===== src/rtl/serial_word_rx.sv =====
// MSB-first serial-to-parallel word receiver with ready/valid delivery and a sticky overrun flag.
// Defining PARITY_CHECK_EN adds a trailing even-parity bit per frame and the parity_err output.
module serial_word_rx #(
    parameter int WIDTH = 4
) (
    input  logic             clk,
    input  logic             reset,
    input  logic             start,
    input  logic             inv,
    input  logic             sin,
    input  logic             sin_valid,
    output logic [WIDTH-1:0] out_data,
    output logic             out_valid,
    input  logic             out_ready,
    output logic             busy,
    output logic             overrun
`ifdef PARITY_CHECK_EN
    ,
    output logic             parity_err
`endif
);

    localparam int CW = $clog2(WIDTH + 1);

    typedef enum logic [1:0] {
        IDLE   = 2'd0,
        SHIFT  = 2'd1,
        PARITY = 2'd2
    } state_e;

    state_e           state_q, state_d;
    logic [WIDTH-1:0] sreg_q, sreg_d;
    logic [CW-1:0]    cnt_q, cnt_d;
    logic             inv_q, inv_d;
    logic [WIDTH-1:0] out_data_q, out_data_d;
    logic             out_valid_q, out_valid_d;
    logic             overrun_q, overrun_d;
`ifdef PARITY_CHECK_EN
    logic             perr_q, perr_d;
    logic             perr_new;
`endif

    logic [WIDTH-1:0] shifted;
    logic [WIDTH-1:0] word;
    logic             word_done;

    assign shifted = {sreg_q[WIDTH-2:0], sin};

    // NOTE: every variable gets its hold value first so no path through the case leaves one unassigned (no latches).
    always_comb begin
        state_d     = state_q;
        sreg_d      = sreg_q;
        cnt_d       = cnt_q;
        inv_d       = inv_q;
        out_data_d  = out_data_q;
        out_valid_d = out_valid_q;
        overrun_d   = overrun_q;
        word_done   = 1'b0;
        word        = '0;
`ifdef PARITY_CHECK_EN
        perr_d      = perr_q;
        perr_new    = 1'b0;
`endif

        if (out_valid_q && out_ready) begin
            out_valid_d = 1'b0;
        end

        unique case (state_q)
            IDLE: begin
                if (start) begin
                    state_d = SHIFT;
                    inv_d   = inv;
                    cnt_d   = '0;
                end
            end
            SHIFT: begin
                if (sin_valid) begin
                    sreg_d = shifted;
                    cnt_d  = cnt_q + CW'(1);
                    if (cnt_q == CW'(WIDTH - 1)) begin
`ifdef PARITY_CHECK_EN
                        state_d = PARITY;
`else
                        state_d   = IDLE;
                        word_done = 1'b1;
                        word      = inv_q ? ~shifted : shifted;
`endif
                    end
                end
            end
`ifdef PARITY_CHECK_EN
            PARITY: begin
                // Parity covers the bits as they arrived on the wire, before any un-inversion.
                if (sin_valid) begin
                    state_d   = IDLE;
                    word_done = 1'b1;
                    word      = inv_q ? ~sreg_q : sreg_q;
                    perr_new  = (^sreg_q) ^ sin;
                end
            end
`endif
            default: state_d = IDLE;
        endcase

        // A finished word loads only into a free (or simultaneously drained) output slot.
        if (word_done) begin
            if (!out_valid_q || out_ready) begin
                out_data_d  = word;
                out_valid_d = 1'b1;
`ifdef PARITY_CHECK_EN
                perr_d      = perr_new;
`endif
            end else begin
                overrun_d = 1'b1;
            end
        end
    end

    // NOTE: state registers use non-blocking assignments so every flop samples the pre-edge values.
    always_ff @(posedge clk) begin
        if (!reset) begin
            state_q     <= IDLE;
            sreg_q      <= '0;
            cnt_q       <= '0;
            inv_q       <= 1'b0;
            out_data_q  <= '0;
            out_valid_q <= 1'b0;
            overrun_q   <= 1'b0;
`ifdef PARITY_CHECK_EN
            perr_q      <= 1'b0;
`endif
        end else begin
            state_q     <= state_d;
            sreg_q      <= sreg_d;
            cnt_q       <= cnt_d;
            inv_q       <= inv_d;
            out_data_q  <= out_data_d;
            out_valid_q <= out_valid_d;
            overrun_q   <= overrun_d;
`ifdef PARITY_CHECK_EN
            perr_q      <= perr_d;
`endif
        end
    end

    assign out_data  = out_data_q;
    assign out_valid = out_valid_q;
    assign overrun   = overrun_q;
    assign busy      = (state_q != IDLE);
`ifdef PARITY_CHECK_EN
    assign parity_err = perr_q;
`endif

endmodule


===== config.mk =====
export PLATFORM = sky130hd
export DESIGN_NAME = serial_word_rx
export DESIGN_NICKNAME = d
export VERILOG_FILES = /design/src/rtl/serial_word_rx.sv
export SDC_FILE = /design/constraint.sdc
export NUM_CORES = 1
export LEC_CHECK = 0
export CAP_MARGIN = 20
export CORE_ASPECT_RATIO = 0.9
export CORE_MARGIN = 2
export CORE_UTILIZATION = 30
export DETAILED_ROUTE_END_ITERATION = 8
export PLACE_DENSITY = 0.57
export SETUP_SLACK_MARGIN = 0.15
export SLEW_MARGIN = 20
export SYNTH_ARGS = -nofsm -noshare
export SYNTH_HDL_FRONTEND = slang
export SYNTH_SLANG_ARGS = --single-unit

===== constraint.sdc =====
create_clock -name clk -period 1.69 [get_ports clk]
set_input_delay 0.2535 -clock clk [delete_from_list [all_inputs] [get_ports clk]]
set_output_delay 0.2535 -clock clk [all_outputs]
set_load 0.02 [all_outputs]

==> results of run 1 <==
stage by stage:
step	power (W)	area [um^2]	hold WS [ps]	util, %	cells
6_report	0.0006478	838.3	468.9	39.50	109
5_1_grt	0.0006812	838.3	517.6	39.50	109
4_1_cts	0.0006606	835.8	474.4	39.39	109
3_5_place_dp	0.0004163	799.5	453.2	37.68	105
3_3_place_gp	0.0004160	799.5	451.6	37.68	105
2_1_floorplan	0.0003898	655.6	405.1	-	68
flip-flops by register name, summed over array words and instances, names as in the netlist:
signal and cells:
sreg_q 3, out_valid 1, state_q 1, out_data 4, inv_q 1, cnt_q 3, overrun 1
area by class of cell:
cell class | count | share of cell area, %
multi-input cells | 48 | 40.15
flip-flops and latches | 14 | 33.43
clock buffers | 4 | 4.328
inverters | 1 | 0.4478
well taps | 27 | 4.030
repair buffers | 15 | 17.61
report_power, final:
group / switching (W) / internal, W / total [W]
clock network: 0.000109 / 0.000131 / 0.000240
logic: 0.0000288 / 0.0000357 / 0.0000646
registers: 0.00000667 / 0.000337 / 0.000343
total: 0.000145 / 0.000503 / 0.000648
path summary, 6_finish.rpt:
check,cells after the start,slack (ps),to
setup reg to reg,5,300,out_data[1]
setup / recovery,1,210,out_data[1]
hold / removal,1,470,overrun
hold reg to reg,1,470,overrun
metal layers:
layer / wire length [um] / part of all wire, % / global-route usage (%)
met1: 570 / 49 / 14.40
met2: 562 / 48 / 16.46
met3: 36 / 3.1 / 2.778
met4: 0 / 0 / 7.692
met5: 0 / 0 / 0
placed cells by master, fill, tap and decap left out, types with 2 or more instances in the layout:
master	netlist	final
nand2_1	5	5
xnor2_1	4	4
o211a_1	4	4
nand3_1	8	8
dfxtp_1	14	14
buf_4	0	2
nor2_1	2	2
ha_1	2	2
a21boi_0	4	4
nor2b_1	4	4
clkdlybuf4s50_1	0	12
nor3b_1	2	2
a21oi_1	2	2
clkbuf_4	0	3
kinds of logic after synthesis:
kind of cell	count (synthesis)	synth area share, %
adders and majority gates	2	3.816
xor gates and xnor gates	5	6.679
AOI/OAI and AO/OA	14	16.41
and+or+nand+nor	25	21.18
DFF	14	42.75
muxes	2	3.244
buffers and inverters	6	5.915
repair_timing:
item                                    CTS  global route
gates resized for setup                   0             1
buffers inserted                          0             0
hold buffers                              0             0
endpoints found under the setup margin    0             1
==> results.json, run 1 <==
{
  "outcome": "finished clean",
  "worst_slack_ps": 212.7,
  "slowest_stage": "clkdlybuf4s50_1",
  "row_count": 16,
  "powerDensity_nw_per_um2": 772.7,
  "slew_violations": 0,
  "critical_path_class": "register to output port",
  "die_area_um2": 2576,
  "holdCritPathClass": "register to register",
  "crit_chain": "clkdlybuf4s50_1",
  "pre_cts_ws_ps": 269.1,
  "viasPerCell": 4.624,
  "drv_cap": 0,
  "synth_flop_cell": "dfxtp_1",
  "drtPass1Iterations": 4,
  "rsz0062_at_grt": "no",
  "wl_per_cell_um": 10.72,
  "synth-seq-cells": 14,
  "pin_count": 14,
  "fmax_ghz": 0.6769,
  "fin_crit_ps": 1477,
  "reg2reg_from": "cnt_q[0]",
  "chipHeight_um": 48.35,
  "synth_cells": 68,
  "layout-drive-gt1-share_pct": 9.756,
  "worstPathArrival_ps": 1220,
  "cp-startpoint": "out_data[1]",
  "dp_hpwl_um": 867.5,
  "synthTopCellsByArea": "dfxtp_1, nand3_1, o211a_1",
  "worstHoldStart": "overrun",
  "grt_start_max_net_pins": 15,
  "overflow": 0,
  "clockBufferDepth": 2,
  "clkTransAtPathRegs_ps": 80,
  "cts.sink_count": 14,
  "setup_viol": 0,
  "p_leak_nw": 0.3616,
  "clk_latency_ps": 280,
  "synthDistinctLibCells": 26,
  "ant_nets": 0,
  "syn_nets": 77,
  "start_kind": "register",
  "peakVddDrop_mv": 0.5248,
  "critPathMaxFanout": 2,
  "num_vias": 504,
  "yosysSeqAreaShare_pct": 42.75,
  "area_delta_synth_final_pct": 27.86,
  "numCtsBuffers": 3,
  "wl_um": 1168,
  "synth_top_cell_area_share_pct": 42.75,
  "final_nets": 92,
  "tightest_slew_ps": 423.3,
  "gp_congestion": 0.7153,
  "fin_crit_sh_pct": 87.41,
  "initial_core_util_pct": 30.90,
  "synth.most_common_cell": "dfxtp_1",
  "port_buffers": 13,
  "multiInputGateArea_um2": 336.6,
  "n_antenna_cell": 0,
  "worst-path-buf-inv": 1,
  "setup-tns-final_ps": 0,
  "maxSlewHeadroom_pct": 71.69,
  "die_width_um": 53.28,
  "ys_top_cells_by_count": "dfxtp_1, nand3_1, nand2_1",
  "grt_first_pass_wirelength_um": 2125,
  "hold_viol": 0,
  "cp-end-kind": "output port",
  "cp.required_ps": 1440,
  "antenna_found_initial": 0,
  "drtIter0Drc": 8,
  "cts_tree": "built",
  "n_fill_cell": 227,
  "synth_area_leader_cell": "dfxtp_1",
  "finClkSkew_ps": 3.046,
  "h-tree-depth": 1,
  "synthArstFlopShare_pct": 0,
  "max_stage_delay_ps": 600,
  "root_buffer": "clkbuf_4",
  "drc": 0,
  "grt_pass1_vias": 491,
  "critical-path-top-delay-family": "buffers and inverters",
  "synthesis.area_um2": 655.6,
  "synth_edf_count": 0,
  "synth.avg_cell_area_um2": 9.642,
  "final-seq-area_um2": 280.3,
  "yosys_warnings": 0,
  "grtUsageTotal_pct": 11.31,
  "core_um2": 2122
}
Note: power is estimated with default switching activity, not from simulation.
==> run 2: changes to the inputs <==
Settings changed: ABC_AREA from default to 1, PLACE_DENSITY 0.57 to 0.58.
==> results.json, run 2 <==
{
  "outcome": "finished clean",
  "setup_viol": 0,
  "final_cell_mix": "nand2_1, dfxtp_1, inv_1, nor2_1, clkdlybuf4s50_1",
  "synth-seq-cells": 14,
  "critical-path-top-delay-family": "buffers and inverters",
  "ant_nets": 0,
  "fmax_ghz": 0.6806,
  "grt_start_max_net_pins": 9,
  "placed_area_um2": 767.0,
  "root_buffer": "clkbuf_4",
  "die_area_um2": 2385,
  "tightest_slew_ps": 309.0,
  "row_count": 15,
  "synthDistinctLibCells": 15,
  "worstPathArrival_ps": 1220,
  "crit_chain": "clkdlybuf4s50_1",
  "synth_edf_count": 0,
  "num_vias": 538,
  "drtPass1Iterations": 4,
  "maxSlewHeadroom_pct": 79.32,
  "synthTopCellsByArea": "dfxtp_1, nand2_1, inv_1",
  "cts.sink_count": 14,
  "peakVddDrop_mv": 0.5107,
  "layout-drive-gt1-share_pct": 7.843,
  "synth.most_common_cell": "nand2_1",
  "hold_viol": 0,
  "die_width_um": 51.26,
  "start_kind": "register",
  "yosys_warnings": 0,
  "dp_hpwl_um": 873.9,
  "worst_slack_ps": 220.8,
  "slowest_stage": "clkdlybuf4s50_1",
  "slew_violations": 0,
  "critical_path_class": "register to output port",
  "gp_congestion": 0.6761,
  "ys_top_cells_by_count": "nand2_1, dfxtp_1, inv_1, nor2_1, a21oi_1",
  "overflow": 0,
  "viasPerCell": 4.236,
  "final_common_cell": "nand2_1",
  "worst-path-buf-inv": 1,
  "synthArstFlopShare_pct": 0,
  "rsz0062_at_grt": "no",
  "core_um2": 1914,
  "h-tree-depth": 1,
  "pre_cts_ws_ps": 317.8,
  "cp.required_ps": 1440,
  "n_antenna_cell": 0,
  "setup-tns-final_ps": 0,
  "finClkSkew_ps": 1.618,
  "fin_crit_sh_pct": 86.93,
  "critPathMaxFanout": 2,
  "clk_latency_ps": 280,
  "pin_count": 14,
  "yosysSeqAreaShare_pct": 46.47,
  "wl_per_cell_um": 8.803,
  "fin_crit_ps": 1469,
  "chipHeight_um": 46.54,
  "n_fill_cell": 212,
  "post_cts_buffers": 0,
  "holdCritPathClass": "register to register",
  "drv_cap": 0,
  "area_delta_synth_final_pct": 33.40,
  "initial_core_util_pct": 31.50,
  "grtUsageTotal_pct": 11.17,
  "synth_top_cell_area_share_pct": 46.47,
  "clkTransAtPathRegs_ps": 80,
  "cts_tree": "built",
  "synth_flop_cell": "dfxtp_1",
  "max_stage_delay_ps": 600,
  "grt_pass1_vias": 430,
  "power_w": 0.0006512,
  "final_nets": 112,
  "multiInputGateArea_um2": 269.0,
  "numCtsBuffers": 3,
  "wl_um": 1118,
  "largest_reg_flops": 4,
  "port_buffers": 13,
  "drtIter0Drc": 11,
  "cp-end-kind": "output port",
  "drc": 0,
  "synth_cells": 85,
  "syn_nets": 94,
  "synthesis.area_um2": 603.1,
  "antenna_found_initial": 0,
  "grt_first_pass_wirelength_um": 1842,
  "synth_area_leader_cell": "dfxtp_1",
  "synth.avg_cell_area_um2": 7.095,
  "powerDensity_nw_per_um2": 809.4,
  "clockBufferDepth": 2,
  "p_leak_nw": 0.3735,
  "final-seq-area_um2": 280.3,
  "postLayoutCellArea_um2": 804.5
}
==> run 2: worst register-to-register path, stage by stage, from the launching register on <==
cell and delay, ps:
dfxtp_1 350, ha_1 160, ha_1 150, nand3_1 140, nor2_4 190, nand2_1 70
nand2_1 60, nor2_1 30
==> run 2: area by class of cell <==
class                   count  area share [%]
clock buffers               4           4.510
well taps                  25           3.888
flip-flops and latches     14           34.84
inverters                  13           6.065
multi-input cells          57           33.44
repair buffers             14           17.26
==> run 2: repair_timing <==
action | CTS | global route
hold buffers | 0 | 0
gates resized for setup | 1 | 1
cloned | 0 | 0
endpoints found under the setup margin | 1 | 1
==> run 2: final timing paths <==
kind                             startpoint  cells after the start           to  slack [ps]
worst min-delay path               cnt_q[0]                      1     cnt_q[0]         460
worst max register to register     cnt_q[0]                      7  out_data[2]         430
worst min register to register     cnt_q[0]                      1     cnt_q[0]         460
worst max-delay path            out_data[0]                      1  out_data[0]         220
==> run 2: where the power goes <==
| group | switching [W] | internal, W | total [W] |
|---|---|---|---|
| clock | 0.000105 | 0.000131 | 0.000236 |
| combinational | 0.0000363 | 0.0000302 | 0.0000664 |
| sequential | 0.00000845 | 0.000340 | 0.000348 |
| total | 0.000150 | 0.000501 | 0.000651 |
==> run 2: cell families after synthesis <==
family	Yosys count	synth area share [%]
simple gates	40	27.18
buf+inv	14	8.919
fa+ha+maj	2	4.149
flops	14	46.47
compound gates	15	13.28
==> run 2: metrics by stage <==
stage               hold WS, ps  utilization [%]  cells
floorplan                 412.8                -     85
global placement          450.2            40.07    123
detailed placement        455.1            40.07    123
CTS                       468.1            41.90    127
global route              501.2            42.03    127
finish                    462.1            42.03    127
==> run 2: layer usage <==
metal | up-vias | global-route usage (%) | routed length (um)
li1 | 294 | - | -
met1 | 230 | 14.60 | 566
met2 | 9 | 15.32 | 463
met3 | 5 | 5.844 | 67
met4 | 0 | 4.737 | 21
met5 | - | 0 | 0
==> run 3: changes to the inputs <==
Clock period 1.69 ns to 1.74 ns, I/O delays scaled along.
==> results.json, run 3 (synthesis gave the netlist of run 2 again) <==
{
  "outcome": "finished clean",
  "drtIter0Drc": 11,
  "slew_violations": 0,
  "cts_hold_buf": 0,
  "setup_viol": 0,
  "clk_latency_ps": 280,
  "holdCritPathClass": "register to register",
  "wl_per_cell_um": 8.811,
  "worst-path-buf-inv": 1,
  "die_width_um": 51.26,
  "critPathMaxFanout": 2,
  "num_vias": 538,
  "n_antenna_cell": 0,
  "drv_cap": 0,
  "powerDensity_nw_per_um2": 788.6,
  "fin_crit_ps": 1492,
  "slowest_stage": "clkdlybuf4s50_1",
  "antenna_found_initial": 0,
  "instances_no_fill": 127,
  "pin_count": 14,
  "viasPerCell": 4.236,
  "peakVddDrop_mv": 0.4961,
  "start_kind": "register",
  "die_area_um2": 2385,
  "maxSlewHeadroom_pct": 79.22,
  "cts_tree": "built",
  "overflow": 0,
  "root_buffer": "clkbuf_4",
  "critical_path_class": "register to output port",
  "rsz0062_at_grt": "no",
  "n_fill_cell": 213,
  "grtUsageTotal_pct": 11.17,
  "wl_um": 1119,
  "port_buffers": 13,
  "post_cts_buffers": 0,
  "drtPass1Iterations": 4,
  "cp.required_ps": 1480,
  "core_um2": 1914,
  "numCtsBuffers": 3,
  "tightest_slew_ps": 310.6,
  "dp.cells": 123,
  "h-tree-depth": 1,
  "largest_reg_flops": 4,
  "drc": 0,
  "dp_hpwl_um": 873.9,
  "fmax_ghz": 0.6703,
  "grt_start_max_net_pins": 9,
  "clockBufferDepth": 2,
  "finClkSkew_ps": 1.618,
  "gp_congestion": 0.6761,
  "area_delta_synth_final_pct": 32.99,
  "hold_viol": 0,
  "layout-drive-gt1-share_pct": 7.843,
  "row_count": 15,
  "max_stage_delay_ps": 610,
  "clkTransAtPathRegs_ps": 80,
  "crit_chain": "clkdlybuf4s50_1",
  "final_common_cell": "nand2_1",
  "setup-tns-final_ps": 0,
  "cp-end-kind": "output port",
  "grt_pass1_vias": 430,
  "initial_core_util_pct": 31.50,
  "critical-path-top-delay-family": "buffers and inverters",
  "chipHeight_um": 46.54,
  "final_cell_mix": "nand2_1, dfxtp_1, inv_1, nor2_1, clkdlybuf4s50_1",
  "ant_nets": 0,
  "worstPathArrival_ps": 1230,
  "cts.sink_count": 14,
  "grt_first_pass_wirelength_um": 1842,
  "p_leak_nw": 0.3547,
  "fin_crit_sh_pct": 85.74,
  "final_nets": 112
}
run 3: changes by cell type in the layout (fill, tap and decap cells not counted):
cell             before  now
clkdlybuf4s50_1      11   12
dlymetal6s2s_1        1    0
run 3: cell type report:
type	count	area, um^2	area share (%)
sequential	14	280.3	34.95
timing repair buffer	14	136.4	17.00
inverter	13	48.80	6.084
clock buffer	4	36.28	4.524
tap	25	31.28	3.900
multi-input combinational	57	269.0	33.54
run 3: final timing paths:
path	start	end	slack (ps)	cells after the start
worst min-delay path	cnt_q[0]	cnt_q[0]	460	1
worst min register to register	cnt_q[0]	cnt_q[0]	460	1
worst max register to register	cnt_q[0]	out_data[2]	480	7
worst max-delay path	overrun	overrun	250	1
run 3: per-stage QoR:
step	setup slack (ps)	util [%]	total power, W	hold WS (ps)	instance area (um^2)
floorplan	592.9	-	0.0003826	420.3	603.1
global placement	373.7	40.07	0.0004108	450.2	767.0
detailed placement	360.3	40.07	0.0004116	455.1	767.0
CTS	223.7	41.90	0.0006452	468.1	802.0
global route	184.5	41.90	0.0006651	501.2	802.0
finish	248.1	41.90	0.0006325	462.1	802.0
run 3: report_power, final:
group / switching [W] / internal (W)
sequential: 0.00000821 / 0.000330
clock: 0.000102 / 0.000127
combinational: 0.0000352 / 0.0000293
total: 0.000146 / 0.000487
run 3: routing by layer:
layer | global-route usage [%] | share of wire (%)
met3 | 5.844 | 6.0
met2 | 15.32 | 41
met1 | 14.60 | 51
met4 | 4.737 | 1.9
met5 | 0 | 0
run 3: repair_timing:
action,4_1_cts,5_1_grt
endpoints found under the hold margin,0,0
resized for setup,1,0
setup endpoints to repair,1,0
==> edit: new RTL, config.mk and constraints of run 1 <==
Take the reset off `out_data_q` and load it in a clocked block of its own.
--- a/src/rtl/serial_word_rx.sv
+++ b/src/rtl/serial_word_rx.sv
@@ -125,5 +125,4 @@
             cnt_q       <= '0;
             inv_q       <= 1'b0;
-            out_data_q  <= '0;
             out_valid_q <= 1'b0;
             overrun_q   <= 1'b0;
@@ -136,5 +135,4 @@
             cnt_q       <= cnt_d;
             inv_q       <= inv_d;
-            out_data_q  <= out_data_d;
             out_valid_q <= out_valid_d;
             overrun_q   <= overrun_d;
@@ -143,4 +141,8 @@
 `endif
         end
+    end
+
+    always_ff @(posedge clk) begin
+        out_data_q <= out_data_d;
     end
 
Behaviour: differs if reset is asserted again (counterexample within 10 cycles, from zero or initial values and one cycle with reset low); with reset held inactive, the same outputs for 10 cycles.
==> edit against run 1 <==
- synthesized cell count decreased by 12%
- final area decreased by 3.0%
- synthesized area decreased by 3.4%
- sequential share of layout area increased by 6.0 points
- non-clock buffer count increased by 1
- sequential cell count unchanged
- utilization increased by 2.2 points
- hold slack improved by 0.0048 ns
- setup slack got worse by 0.013 ns
- critical path depth unchanged
- routed wire length decreased by 6.6%
- total power decreased by 4.0%
- critical path type unchanged
- largest cell class is now sequential cells
- largest power group unchanged
==> edit: results (changes against run 1) <==
| Metric | Value |
|---|---|
| Tot GR Track Use | `10.63% (-0.68 points)` |
| Highest routed layer | `met4` |
| Top post-synthesis cells by area | `dfxtp_1 32%, edfxtp_1 19%, xnor2_1 5.5%` |
| Routed wl met2 | `457 µm (-19%)` |
| Worst vdd ir | `0.4972 mV (-5.3%)` |
| DRT iter0 DRCs | `5 (-3)` |
| Post-synth EDFFs | `4 (+4)` |
| Non-clk invs | `2 (+1)` |
| Pre-CTS WS | `0.1865 ns (-0.08267 ns)` |
| Met1 WL | `498 µm (-13%)` |
| Met3 WL | `108 µm (+200%)` |
| First-pass GRT wire length | `1.849 mm (-13%)` |
| Via density | `4.520 (-2.3%)` |
| Mux contribution to synthesized area | `3.162% (-0.082 points)` |
| Placed insts | `98 (-6.7%)` |
| Drt wl/cell | `10.70 µm (-0.18%)` |
| Outcome | `finished, final reports clean` |
| Mapped Nets | `69 (-10%)` |
| Dpl hpwl | `800.3 µm (-7.7%)` |
| Non-CTS buffers | `16 (+1)` |
| P_leak | `0.2958 nW (-18%)` |
| Worst Clk Skew | `0.002737 ns (-0.0003099 ns)` |
| Slew Limit Headroom | `78.54% (+6.8 points)` |
| Adder-Cell Fraction of Synth Area | `3.953% (+0.14 points)` |
| Clock-net power | `0.000193 W (-20%)` |
| R2R cell count | `4 (-1)` |
| Largest net degree at the start of global routing | `14 (-1)` |
| Fraction of area in multi-input gates | `33.85% (-6.3 points)` |
| Share of cells above drive strength 1 | `10.39% (+0.63 points)` |
| Via Count | `461 (-8.5%)` |
| Layout net count | `87 (-5.4%)` |
-- edit: changes by cell type in the layout (fill, tap and decap cells not counted), sizes merged, moves of 3 or more --
cell	delta
a21boi	-4
dfxtp	-4
edfxtp	+4
nand3	-4
nor2	+4
a21oi	+3
o211a	-3
-- edit: kinds of logic after synthesis --
family,after synthesis
simple gates,21
flops,14
compound gates,11
xor+xnor,5
buf+inv,5
mux,2
fa+ha+maj,2
-- edit: metal layers --
metal  vias to the layer above  GRT usage (%)
li1                        240              -
met1                       199          12.24
met2                        18          16.25
met3                         4          5.313
met4                         0          6.154
met5                         -              0
-- edit: path summary, 6_finish.rpt --
path	endpoint	slack, ns	startpoint
setup / recovery	busy	0.20	state_q[0]$_SDFFE_PN0P_
hold / removal	overrun$_SDFFE_PN0P_	0.47	overrun$_SDFFE_PN0P_
setup reg to reg	out_data[3]$_SDFFCE_PN0P_	0.31	cnt_q[0]$_SDFFE_PN0P_
hold reg to reg	overrun$_SDFFE_PN0P_	0.47	overrun$_SDFFE_PN0P_
